**src/rtl/puncturer.sv**
```systemverilog
// ---------------------------------------------------------------------------
// puncturer
//   Sits after the rate-1/2 convolutional encoder. Each accepted coded pair
//   (A,B) is reduced to the bits kept by the 802.11a puncturing pattern:
//     rate 1/2 : period 1, keep A,B
//     rate 2/3 : period 2, phase 0 keeps A,B; phase 1 keeps A
//     rate 3/4 : period 3, phase 0 keeps A,B; phase 1 keeps A; phase 2 keeps B
//   The kept bits leave serially, A before B, toward the interleaver.
//
// Optional feature: define PUNCT_STATS_EN to build the saturating
// pairs_in / bits_out statistics counters. Without it the counter outputs
// are tied to 0 and no counter flops exist.
//
// Handshake: a transfer happens on a rising edge where valid and ready are
// both high. out_valid never drops without a transfer except on reset or
// frame_start; out_bit is held stable while out_valid && !out_ready.
//
// Ports:
//   i_clk          system clock, rising edge
//   i_rst          asynchronous active-high reset
//   i_frame_start  one-cycle pulse: latch i_rate, phase=0, drop pending bits
//   i_rate         00=1/2, 01=2/3, 10=3/4, 11=reserved (latched as 1/2)
//   i_in_valid     i_in_a/i_in_b hold a coded pair
//   i_in_a         encoder output A (g0 = 133 octal)
//   i_in_b         encoder output B (g1 = 171 octal)
//   o_in_ready     block accepts a pair this cycle
//   o_out_valid    o_out_bit is valid
//   o_out_bit      punctured serial bit
//   i_out_ready    downstream accepts o_out_bit this cycle
//   o_pairs_in     accepted pair count (PUNCT_STATS_EN only, else 0)
//   o_bits_out     emitted bit count   (PUNCT_STATS_EN only, else 0)
// ---------------------------------------------------------------------------
module puncturer #(
    parameter int CNT_W = 16
) (
    input  logic             i_clk,
    input  logic             i_rst,
    input  logic             i_frame_start,
    input  logic [1:0]       i_rate,
    input  logic             i_in_valid,
    input  logic             i_in_a,
    input  logic             i_in_b,
    output logic             o_in_ready,
    output logic             o_out_valid,
    output logic             o_out_bit,
    input  logic             i_out_ready,
    output logic [CNT_W-1:0] o_pairs_in,
    output logic [CNT_W-1:0] o_bits_out
);

    localparam logic [1:0] RATE_1_2 = 2'b00;
    localparam logic [1:0] RATE_2_3 = 2'b01;
    localparam logic [1:0] RATE_3_4 = 2'b10;

    // r_alive holds in_ready low during reset and releases it on the first
    // edge after reset deasserts.
    logic       r_alive;
    logic [1:0] r_rate;
    logic [1:0] r_phase;
    // Holding register: r_bits[0] is the bit on the output, r_bits[1] the
    // one behind it; r_cnt is the number of pending bits (0..2).
    logic [1:0] r_bits;
    logic [1:0] r_cnt;

    logic       w_keep_a;
    logic       w_keep_b;
    logic [1:0] w_last_phase;
    logic [1:0] w_load_bits;
    logic [1:0] w_load_cnt;
    logic       w_push;
    logic       w_pop;

    assign o_out_valid = (r_cnt != 2'd0);
    assign o_out_bit   = r_bits[0];

    // A new pair may land when the register is empty or when its last bit
    // leaves this very cycle, which keeps the output stream bubble-free.
    assign o_in_ready = r_alive && !i_frame_start &&
                        ((r_cnt == 2'd0) || ((r_cnt == 2'd1) && i_out_ready));

    assign w_push = i_in_valid && o_in_ready;
    assign w_pop  = o_out_valid && i_out_ready;

    // Puncturing pattern for the current phase.
    always_comb begin
        w_keep_a     = 1'b1;
        w_keep_b     = 1'b1;
        w_last_phase = 2'd0;
        case (r_rate)
            RATE_2_3: begin
                w_last_phase = 2'd1;
                if (r_phase == 2'd1) w_keep_b = 1'b0;
            end
            RATE_3_4: begin
                w_last_phase = 2'd2;
                if (r_phase == 2'd1)      w_keep_b = 1'b0;
                else if (r_phase == 2'd2) w_keep_a = 1'b0;
            end
            default: ;
        endcase
    end

    // Pack kept bits so the first one to send sits in bit 0; the unused
    // upper slot is zero so the output reads 0 once the register drains.
    always_comb begin
        w_load_bits = {1'b0, i_in_b};
        if (w_keep_a && w_keep_b) w_load_bits = {i_in_b, i_in_a};
        else if (w_keep_a)        w_load_bits = {1'b0, i_in_a};
        w_load_cnt = {1'b0, w_keep_a} + {1'b0, w_keep_b};
    end

    always_ff @(posedge i_clk or posedge i_rst) begin
        if (i_rst) begin
            r_alive <= 1'b0;
            r_rate  <= RATE_1_2;
            r_phase <= 2'd0;
            r_bits  <= 2'b00;
            r_cnt   <= 2'd0;
        end else begin
            r_alive <= 1'b1;
            if (i_frame_start) begin
                r_rate  <= (i_rate == 2'b11) ? RATE_1_2 : i_rate;
                r_phase <= 2'd0;
                r_bits  <= 2'b00;
                r_cnt   <= 2'd0;
            end else if (w_push) begin
                // in_ready guarantees the register is empty or emptying.
                r_bits  <= w_load_bits;
                r_cnt   <= w_load_cnt;
                r_phase <= (r_phase == w_last_phase) ? 2'd0 : r_phase + 2'd1;
            end else if (w_pop) begin
                r_bits <= {1'b0, r_bits[1]};
                r_cnt  <= r_cnt - 2'd1;
            end
        end
    end

`ifdef PUNCT_STATS_EN
    logic [CNT_W-1:0] r_pairs_in;
    logic [CNT_W-1:0] r_bits_out;
    // frame_start outranks a bit transfer in the same cycle.
    logic             w_bit_xfer;

    assign w_bit_xfer = w_pop && !i_frame_start;

    always_ff @(posedge i_clk or posedge i_rst) begin
        if (i_rst) begin
            r_pairs_in <= '0;
            r_bits_out <= '0;
        end else if (i_frame_start) begin
            r_pairs_in <= '0;
            r_bits_out <= '0;
        end else begin
            if (w_push && (r_pairs_in != {CNT_W{1'b1}}))
                r_pairs_in <= r_pairs_in + 1'b1;
            if (w_bit_xfer && (r_bits_out != {CNT_W{1'b1}}))
                r_bits_out <= r_bits_out + 1'b1;
        end
    end

    assign o_pairs_in = r_pairs_in;
    assign o_bits_out = r_bits_out;
`else
    assign o_pairs_in = '0;
    assign o_bits_out = '0;
`endif

endmodule

```
**config.mk**
```make
export PLATFORM = sky130hd
export DESIGN_NAME = puncturer
export DESIGN_NICKNAME = d
export VERILOG_FILES = /design/src/rtl/puncturer.sv
export SDC_FILE = /design/constraint.sdc
export NUM_CORES = 1
export LEC_CHECK = 0
export CORE_MARGIN = 2
export CORE_UTILIZATION = 39
export CTS_CLUSTER_SIZE = 24
export DETAILED_ROUTE_END_ITERATION = 6
export PLACE_DENSITY = 0.87
export SLEW_MARGIN = 20
export SYNTH_ARGS = -nofsm -noshare
export SYNTH_HDL_FRONTEND = slang
export SYNTH_SLANG_ARGS = --single-unit
export TNS_END_PERCENT = 10
```
**constraint.sdc**
```tcl
create_clock -name i_clk -period 2 [get_ports i_clk]
set_input_delay 0.4 -clock i_clk [delete_from_list [all_inputs] [get_ports i_clk]]
set_output_delay 0.4 -clock i_clk [all_outputs]
set_load 0.02 [all_outputs]
```
==> reports/metrics.cfg, run 1 <==
[status]
status=finished, final reports clean

[yosys]
mappedNetlistArea_um2=835.8
synth-warning-count=0
synth_top_cell_by_area=sky130_fd_sc_hd__buf_4
postSynthRegisterBits=9
yosysSeqAreaShare_pct=26.95
syn-mean-instance-area_um2=8.442
netlist_top_cells_area=sky130_fd_sc_hd__buf_4, sky130_fd_sc_hd__dfrtp_1, sky130_fd_sc_hd__ha_1
post-synth-top-area-fraction_pct=28.74
syn_inst=99
yosys.cell_types.count=27

[clock_network]
post-cts-setup-buffers=0
cts.clk_slew.worst_paths_ps=60
cts_tree=yes
clk-insertion-delay-late_ps=250
clock_tree_buf_depth=2
cts_inserted_buffers=3
clock_sink_count=9
cts_htree_levels=1
root_buffer=sky130_fd_sc_hd__clkbuf_4

[sta]
min_period_ps=1924
worst_hold_slack_ps=400.9
finClkSkew_ps=3.649
final.setup.tns_ps=0
max_freq_mhz=519.7
setup-violations-final=0
report.final.hold_viol_count=0
final.period_utilization_pct=96.21
maxSlewViolCount=0
rsz0062_at_grt=no

[pwr]
power_mw=0.6536
power_density_mw_per_mm2=715.6
cellLeakagePower_nw=0.4608
p_int_mw=0.3948
ir_drop_mv=0.5731
switching_share_pct=39.59
power.share.clock_pct=19.9
power_frac_seq_pct=33.3
net-switching-power_mw=0.2588
power.combinational.fraction_pct=46.8

[floorplan]
die_w_um=50.30
fp.dieH_um=50.30
floorplan.die_area_mm2=0.002530
floorplan.initialDensity_pct=42.17
core_area_mm2=0.001982
num_rows=16
num_io_pins=44

[global_routing]
first_global_vias=619
groute.usage.overall_pct=12.36
grt_max_degree=16
grt_pass1_wl_mm=2.421
antenna_found_initial=0
globalRoute.totalOverflow=0

[critical_path]
arrival_ps=1520
critPathKind=in2out
cp.required_ps=1600
regToRegSetupSlack_ps=160
crit_path_capture_type=output port
critical_path.startpoint_type=primary input
max_fo_critical_path=3

[job]
drv.max_cap_violation_count=0

[routing]
drt_first_pass_iters=4
drc_errors=0
drt_iter0_markers=12
via_count_of_the_routed_design=653
detail_route.vias_per_cell=4.535
drt-total-wl_mm=1.450
final_antenna_net_count=0
wl_per_cell_um=10.07

[final_layout]
antenna-diode-count=0
area_growth_syn_to_layout_pct=9.281
post-route-util_pct=46.09
fraction_of_layout_cells_with_a_size_suffix_above_1_pct=9.402
design.final.nets=134
finish.instance_area_um2=913.4

[place]
finalWeightedCongestion=0.8410
placement.io_buffers=11
post-dp-hpwl_mm=1.224
detailed_place.area_um2=889.6

[min_path]
hold_path_class=in2async

==> synth_stat cells <==
master / n
sky130_fd_sc_hd__xor2_1: 1
sky130_fd_sc_hd__nand3b_1: 2
sky130_fd_sc_hd__a211oi_1: 1
sky130_fd_sc_hd__nor3_1: 4
sky130_fd_sc_hd__a32oi_1: 1
sky130_fd_sc_hd__nor3b_1: 1
sky130_fd_sc_hd__and3_1: 1
sky130_fd_sc_hd__xnor2_1: 1
sky130_fd_sc_hd__buf_4: 32
sky130_fd_sc_hd__nand2_2: 1
sky130_fd_sc_hd__clkbuf_1: 1
sky130_fd_sc_hd__a21oi_1: 6
sky130_fd_sc_hd__inv_1: 8
sky130_fd_sc_hd__o41ai_1: 1
sky130_fd_sc_hd__dfrtp_1: 9
sky130_fd_sc_hd__nand2_1: 7
sky130_fd_sc_hd__a31oi_1: 1
sky130_fd_sc_hd__a221o_1: 2
sky130_fd_sc_hd__nor2_1: 3
sky130_fd_sc_hd__and3_2: 1
sky130_fd_sc_hd__o211ai_1: 1
sky130_fd_sc_hd__ha_1: 7
sky130_fd_sc_hd__o21ai_0: 1
sky130_fd_sc_hd__or3_4: 1
sky130_fd_sc_hd__conb_1: 2
sky130_fd_sc_hd__o22ai_1: 1
sky130_fd_sc_hd__nand2b_1: 2
==> power groups by stage <==
stage	Sequential [mW]	Combinational [mW]	Clock [mW]
global route	0.220	0.337	0.147
CTS	0.217	0.302	0.139
floorplan	0.219	0.244	0
detailed placement	0.220	0.309	0
finish	0.217	0.306	0.130
global placement	0.219	0.297	0
==> cell type report <==
| type | count | area [um^2] |
|---|---|---|
| Inverter | 8 | 30.03 |
| Tap cell | 27 | 33.78 |
| Clock buffer | 4 | 26.28 |
| Fill cell | 190 | 1069 |
| Multi-Input combinational cell | 80 | 452.9 |
| Sequential cell | 9 | 225.2 |
| Timing Repair Buffer | 16 | 145.1 |
==> critical path, cell delays in order <==
cell                              delay (ps)
sky130_fd_sc_hd__clkdlybuf4s50_1         510
sky130_fd_sc_hd__a21oi_1                 100
sky130_fd_sc_hd__nor3b_1                 180
sky130_fd_sc_hd__dlygate4sd1_1           330
==> per-layer routing <==
metal / GRT usage (%) / up-vias / routed length [um] / share of wire (%)
met1: 11.71 / 305 / 485 / 33
li1: - / 300 / - / -
met4: 8.559 / 0 / 12 / 0.83
met5: 0 / - / 0 / 0
met2: 23.03 / 44 / 810 / 56
met3: 2.976 / 4 / 142 / 9.8
==> per-stage QoR <==
stage / setup WS, ps / cells
3_3_place_gp: -176.8 / 140
4_1_cts: 55.95 / 144
5_1_grt: 5.489 / 144
2_1_floorplan: 403.3 / 130
6_report: 75.79 / 144
3_5_place_dp: -225.1 / 140
==> cells by family after synthesis <==
group	Yosys count	share of synthesized area, %
buffers and inverters	41	32.78
and+or+nand+nor	23	14.82
adders and majority gates	7	10.48
AOI/OAI and AO/OA	15	11.98
other	2	0.8985
xor gates and xnor gates	2	2.096
DFF	9	26.95
==> flip-flops by register name (all words and copies together), names as in the netlist <==
signal / flops
r_alive: 1
r_bits: 2
r_rate: 2
r_phase: 2
r_cnt: 2
==> layout by cell type, fill, tap and decap left out, types with 2 or more instances in the layout <==
cell type and n:
sky130_fd_sc_hd__conb_1 33, sky130_fd_sc_hd__clkdlybuf4s50_1 9, sky130_fd_sc_hd__dfrtp_1 9, sky130_fd_sc_hd__inv_1 8, sky130_fd_sc_hd__nand2_1 7, sky130_fd_sc_hd__ha_1 7
sky130_fd_sc_hd__a21oi_1 6, sky130_fd_sc_hd__buf_4 5, sky130_fd_sc_hd__nor3_1 4, sky130_fd_sc_hd__nor2_1 3, sky130_fd_sc_hd__clkbuf_4 3, sky130_fd_sc_hd__a221o_1 2
sky130_fd_sc_hd__nand2b_1 2, sky130_fd_sc_hd__nand3b_1 2
==> path summary, 6_finish.rpt <==
path,start,endpoint,depth (start not counted)
max,i_out_ready,o_in_ready,4
min,i_rst,r_bits[1]$_DFFE_PP0P_,2
max reg2reg,r_cnt[0]$_DFFE_PP0P_,r_cnt[0]$_DFFE_PP0P_,7
min reg2reg,r_bits[0]$_DFFE_PP0P_,r_bits[0]$_DFFE_PP0P_,2
max in group asynchronous,i_rst,r_bits[0]$_DFFE_PP0P_,2
min in group i_clk,r_bits[0]$_DFFE_PP0P_,r_bits[0]$_DFFE_PP0P_,2
==> repair_timing <==
item | 4_1_cts | 5_1_grt
hold buffers | 0 | 0
setup endpoints to repair | 2 | 1
endpoints found under the hold margin | 0 | 0
resized for setup | 2 | 2
Note: power is estimated with default switching activity, not from simulation.
==> run 2, diff against run 1 <==
--- a/config.mk
+++ b/config.mk
@@ -10,6 +10,7 @@
 export CTS_CLUSTER_SIZE = 24
 export DETAILED_ROUTE_END_ITERATION = 6
 export PLACE_DENSITY = 0.87
+export SKIP_LAST_GASP = 1
 export SLEW_MARGIN = 20
 export SYNTH_ARGS = -nofsm -noshare
 export SYNTH_HDL_FRONTEND = slang
==> run 2 against run 1 <==
  * Clock skew is the same
  * Utilization increased by 0.19 points
  * Wire length increased by 0.55%
  * Count of clock-buffer cells in the layout unchanged
  * Sequential power is essentially flat
  * Flip-flop and latch count stayed put
  * Combinational power grew 2%
  * Register-to-register slack is essentially flat
  * Critical path depth unchanged
  * Non-clock buffer count did not move
  * Cell count unchanged
  * Sequential share of layout area down 0.10 points
  * Critical path type unchanged
  * Critical endpoint unchanged
  * Largest power group unchanged
  * Highest routed layer unchanged
==> reports/metrics.cfg, run 2 (same netlist as run 1, synthesis figures left out) <==
[sta]
setup-violations-final=0  ; unchanged
max_freq_mhz=514.9  ; -0.92%
finClkSkew_ps=3.649  ; unchanged
min_period_ps=1942  ; +17.87 ps
rsz0062_at_grt=yes
report.final.hold_viol_count=0  ; unchanged
final.setup.tns_ps=0  ; unchanged
final.period_utilization_pct=97.10  ; +0.89 points
maxSlewViolCount=0  ; unchanged
worst_hold_slack_ps=400.9  ; unchanged

[final_layout]
area_growth_syn_to_layout_pct=9.731
layout_commonest_cell=sky130_fd_sc_hd__conb_1
fraction_of_layout_cells_with_a_size_suffix_above_1_pct=9.402  ; unchanged
design.final.nets=134  ; unchanged
final.fill_count=188  ; -1.1%
post-route-util_pct=46.28  ; +0.19 points
antenna-diode-count=0  ; unchanged
most-common-layout-cells=sky130_fd_sc_hd__conb_1, sky130_fd_sc_hd__clkdlybuf4s50_1, sky130_fd_sc_hd__dfrtp_1

[global_routing]
globalRoute.totalOverflow=0  ; unchanged
first_global_vias=619  ; unchanged
antenna_found_initial=0  ; unchanged
grt_max_degree=16  ; unchanged
groute.usage.overall_pct=12.36  ; unchanged
grt_pass1_wl_mm=2.421  ; unchanged

[job]
drv.max_cap_violation_count=0  ; unchanged

[clock_network]
root_buffer=sky130_fd_sc_hd__clkbuf_4
cts_htree_levels=1  ; unchanged
clock_tree_buf_depth=2  ; unchanged
clk-insertion-delay-late_ps=250  ; about the same
clock_sink_count=9  ; unchanged
cts_inserted_buffers=3  ; unchanged
cts_tree=yes
cts.clk_slew.worst_paths_ps=60  ; about the same

[pwr]
cellLeakagePower_nw=0.4706  ; +2.1%
power_mw=0.6596  ; +0.92%
ir_drop_mv=0.6327  ; +10%
power_density_mw_per_mm2=719.2  ; +0.51%

[floorplan]
fp.dieH_um=50.30  ; unchanged
floorplan.initialDensity_pct=42.17  ; unchanged
die_w_um=50.30  ; unchanged
core_area_mm2=0.001982  ; unchanged
floorplan.die_area_mm2=0.002530  ; unchanged
num_rows=16  ; unchanged
num_io_pins=44  ; unchanged

[critical_path]
critical-path-max-stage-delay_ps=510  ; about the same
critPathKind=in2out
critical_path.n_buffers_inverters=2  ; unchanged
crit_path_capture_type=output port
crit_chain=clkdlybuf4s50_1 > a21oi_1 > nor3b_1 > dlygate4sd2_1
critical_path.startpoint_type=primary input
critical-path-slowest-cell=sky130_fd_sc_hd__clkdlybuf4s50_1
arrival_ps=1540  ; +20 ps
max_fo_critical_path=3  ; unchanged
top_family_by_delay_on_critical_path=buffers and inverters
cp.required_ps=1600  ; about the same

[status]
status=finished, final reports clean

[place]
placement.io_buffers=11  ; unchanged
post-dp-hpwl_mm=1.224  ; unchanged
finalWeightedCongestion=0.8410  ; unchanged

[routing]
via_count_of_the_routed_design=652  ; -0.15%
drt_first_pass_iters=4  ; unchanged
detail_route.vias_per_cell=4.528  ; -0.15%
drt_iter0_markers=12  ; unchanged
wl_per_cell_um=10.13  ; +0.55%
drc_errors=0  ; unchanged
final_antenna_net_count=0  ; unchanged
drt-total-wl_mm=1.458  ; +0.55%

[min_path]
hold_path_class=in2async

run 2: worst paths after layout:
check	to	startpoint	slack (ps)	cells past startpoint
worst min-delay path	r_bits[1]$_DFFE_PP0P_	i_rst	400	2
worst max-delay path	o_in_ready	i_out_ready	60	4
worst max register to register	r_cnt[0]$_DFFE_PP0P_	r_cnt[0]$_DFFE_PP0P_	160	7
min in group i_clk	r_bits[0]$_DFFE_PP0P_	r_bits[0]$_DFFE_PP0P_	520	2
worst min register to register	r_bits[0]$_DFFE_PP0P_	r_bits[0]$_DFFE_PP0P_	520	2
max in group asynchronous	r_bits[0]$_DFFE_PP0P_	i_rst	1350	2
run 2: report_power, final:
group	internal (mW)	total (mW)	switching, mW
clock network	0.0763	0.130	0.0539
logic	0.122	0.312	0.191
registers	0.202	0.217	0.0152
total	0.400	0.660	0.260
run 2: metrics by stage:
step                cells  instance area, um^2  worst slack (ps)
global placement      140                889.6            -176.8
CTS                   144                914.6            -61.15
global route          144                917.1            -13.45
finish                144                917.1             57.92
detailed placement    140                889.6            -225.1
floorplan             130                952.2             403.3
run 2: layout make-up:
cell class	count	area (um^2)	share of cell area [%]
Sequential cell	9	225.2	24.56
Clock buffer	4	26.28	2.865
Multi-Input combinational cell	80	452.9	49.39
Timing Repair Buffer	16	148.9	16.23
Inverter	8	30.03	3.274
Tap cell	27	33.78	3.683
run 2: metal layers:
layer	share of wire (%)	track usage (%)	vias up
met2	56	23.03	44
met4	0.82	8.559	0
met5	0	0	-
met1	33	11.71	304
met3	9.7	2.976	4
li1	-	-	300
run 2: repair_timing:
action,CTS,global route
hold buffers,0,0
setup buffers,0,0
endpoints found under the setup margin,2,2
gates resized for setup,1,1
==> run 3, diff against run 2 <==
--- a/config.mk
+++ b/config.mk
@@ -5,7 +5,7 @@
 export SDC_FILE = /design/constraint.sdc
 export NUM_CORES = 1
 export LEC_CHECK = 0
-export CORE_MARGIN = 2
+export CORE_MARGIN = 3
 export CORE_UTILIZATION = 39
 export CTS_CLUSTER_SIZE = 24
 export DETAILED_ROUTE_END_ITERATION = 6
==> run 3 against run 2 <==
  * Global-route usage increased by 0.44 points
  * Non-clock buffer count is 1 higher
  * Critical endpoint unchanged
  * Flip-flop and latch count stayed put
  * Critical path type is now reg2out
  * First-iteration DRC count shrank 17%
  * Largest cell class unchanged
  * Highest routed layer unchanged
  * Utilization decreased by 0.088 points
==> reports/metrics.cfg, run 3 (same netlist as run 1, synthesis figures left out) <==
[final_layout]
antenna-diode-count=0  ; unchanged
design.final.nets=135  ; +0.75%
final-instance-count-excl-fill=145  ; +0.69%
fraction_of_layout_cells_with_a_size_suffix_above_1_pct=10.17  ; +0.77 points
layout_commonest_cell=sky130_fd_sc_hd__conb_1
final.fill_count=200  ; +6.4%
most-common-layout-cells=sky130_fd_sc_hd__conb_1, sky130_fd_sc_hd__clkdlybuf4s50_1, sky130_fd_sc_hd__dfrtp_1
finish.instance_area_um2=924.6  ; +0.82%
area_growth_syn_to_layout_pct=10.63

[routing]
via_count_of_the_routed_design=639  ; -2.0%
routed-wl-met3_um=121  ; -15%
dr.max_layer_used=met4
route.layer.met1.wl_um=538  ; +11%
final_antenna_net_count=0  ; unchanged
drt_first_pass_iters=4  ; unchanged
drt_iter0_markers=10  ; -2
drc_errors=0  ; unchanged
detail_route.vias_per_cell=4.407  ; -2.7%
wl_met2_um=830  ; +1.6%
wl_per_cell_um=10.48  ; +3.5%
drt-total-wl_mm=1.519  ; +4.2%

[clock_network]
cts.clk_slew.worst_paths_ps=60  ; about the same
root_buffer=sky130_fd_sc_hd__clkbuf_4
clock_tree_buf_depth=2  ; unchanged
cts_inserted_buffers=3  ; unchanged
cts_tree=yes
clk-insertion-delay-late_ps=270  ; +20 ps
cts_htree_levels=1  ; unchanged
cts_hold_buffers=0  ; unchanged
clock_sink_count=9  ; unchanged

[sta]
rsz0062_at_grt=yes
finClkSkew_ps=2.313  ; -1.336 ps
finalWorstSetupSlack_ps=38.62  ; -19.30 ps
max_freq_mhz=509.8  ; -0.98%
final.period_utilization_pct=98.07  ; +0.97 points
report.final.hold_viol_count=0  ; unchanged
min_period_ps=1961  ; +19.30 ps
maxSlewViolCount=0  ; unchanged
final.setup.tns_ps=0  ; unchanged
setup-violations-final=0  ; unchanged

[critical_path]
critical_path.startpoint=r_cnt[1]$_DFFE_PP0P_
top_family_by_delay_on_critical_path=buffers and inverters
critical-path-slowest-cell=sky130_fd_sc_hd__dfrtp_1
arrival_ps=1560  ; +20 ps
crit_path_capture_type=output port
critPathKind=reg2out
critical_path.n_buffers_inverters=2  ; unchanged
reg2regPathDepth=7  ; unchanged
critical_path.startpoint_type=register
regToRegSetupSlack_ps=210  ; +50 ps
r2r-end=r_cnt[1]$_DFFE_PP0P_
max_fo_critical_path=2  ; -1
cp.required_ps=1600  ; about the same
crit_chain=inv_1 > ha_1 > a21oi_1 > nor3b_1 > dlygate4sd2_1
timing.rr.start=r_cnt[1]$_DFFE_PP0P_
critical-path-max-stage-delay_ps=370  ; -140 ps

[global_routing]
grt_pass1_wl_mm=2.546  ; +5.2%
groute.usage.overall_pct=12.80  ; +0.44 points
globalRoute.totalOverflow=0  ; unchanged
antenna_found_initial=0  ; unchanged
first_global_vias=612  ; -1.1%
grt_max_degree=16  ; unchanged

[place]
post-dp-hpwl_mm=1.280  ; +4.6%
finalWeightedCongestion=0.7970  ; -5.2%
placement.io_buffers=11  ; unchanged
detailedPlace.worstSlack_ps=-213.9  ; +11.19 ps
detailed_place.area_um2=897.1  ; +0.84%
placed_cells=141  ; +0.71%

[floorplan]
die_w_um=52.30  ; +4.0%
fp.dieH_um=52.30  ; +4.0%
num_io_pins=44  ; unchanged
floorplan.die_area_mm2=0.002735  ; +8.1%
num_rows=16  ; unchanged
core_area_mm2=0.002002  ; +1.0%
floorplan.initialDensity_pct=41.75  ; -0.42 points

[status]
status=finished, final reports clean

[pwr]
cellLeakagePower_nw=0.4754  ; +1.0%
power_density_mw_per_mm2=726.0  ; +0.95%
ir_drop_mv=0.6036  ; -4.6%

[min_path]
hold_path_class=in2async

[job]
drv.max_cap_violation_count=0  ; unchanged

[run 3: how the worst max path moves through the flow]
stage / cells past startpoint / end
2_1_floorplan: 4 / o_in_ready
3_3_place_gp: 4 / o_in_ready
3_5_place_dp: 4 / o_in_ready
4_1_cts: 4 / o_out_valid
5_1_grt: 5 / o_in_ready
6_report: 5 / o_in_ready
[run 3: through the flow]
step / hold WS (ps) / util, % / power, mW
after floorplan: 227.9 / - / 0.4632
after global placement: 498.4 / 44.81 / 0.5166
after detailed placement: 500.5 / 44.81 / 0.5314
after CTS: 394.6 / 46.06 / 0.6806
after global routing: 421.9 / 46.19 / 0.7304
final: 391.6 / 46.19 / 0.6713
[run 3: layout make-up]
type	count	area, um^2	area share (%)
repair buffers	17	156.4	16.91
multi-input cells	80	452.9	48.99
flip-flops and latches	9	225.2	24.36
clock buffers	4	26.28	2.842
inverters	8	30.03	3.248
well taps	27	33.78	3.654
[run 3: timing repair]
| item | in CTS | in global routing |
|---|---|---|
| pin swaps | 0 | 0 |
| gates resized for setup | 1 | 1 |
| setup endpoints to repair | 2 | 2 |
| buffers inserted | 0 | 0 |
[run 3: worst register-to-register path, stage by stage, from the launching register on]
cell and delay, ps:
sky130_fd_sc_hd__dfrtp_1 370, sky130_fd_sc_hd__inv_1 80, sky130_fd_sc_hd__ha_1 180, sky130_fd_sc_hd__a21oi_1 100, sky130_fd_sc_hd__buf_4 140, sky130_fd_sc_hd__or3_4 330, sky130_fd_sc_hd__a221o_1 360, sky130_fd_sc_hd__a21oi_1 150
[run 3: power breakdown]
group	leakage [nW]	total, mW	internal [mW]	switching, mW
Sequential	0.120	0.218	0.202	0.0159
Combinational	0.341	0.307	0.122	0.186
Clock	0.0150	0.146	0.0772	0.0688
[run 3: per-layer routing]
metal | track usage (%) | vias up
met2 | 23.35 | 35
li1 | - | 305
met5 | 0 | -
met4 | 8.511 | 0
met3 | 2.564 | 3
met1 | 12.87 | 296
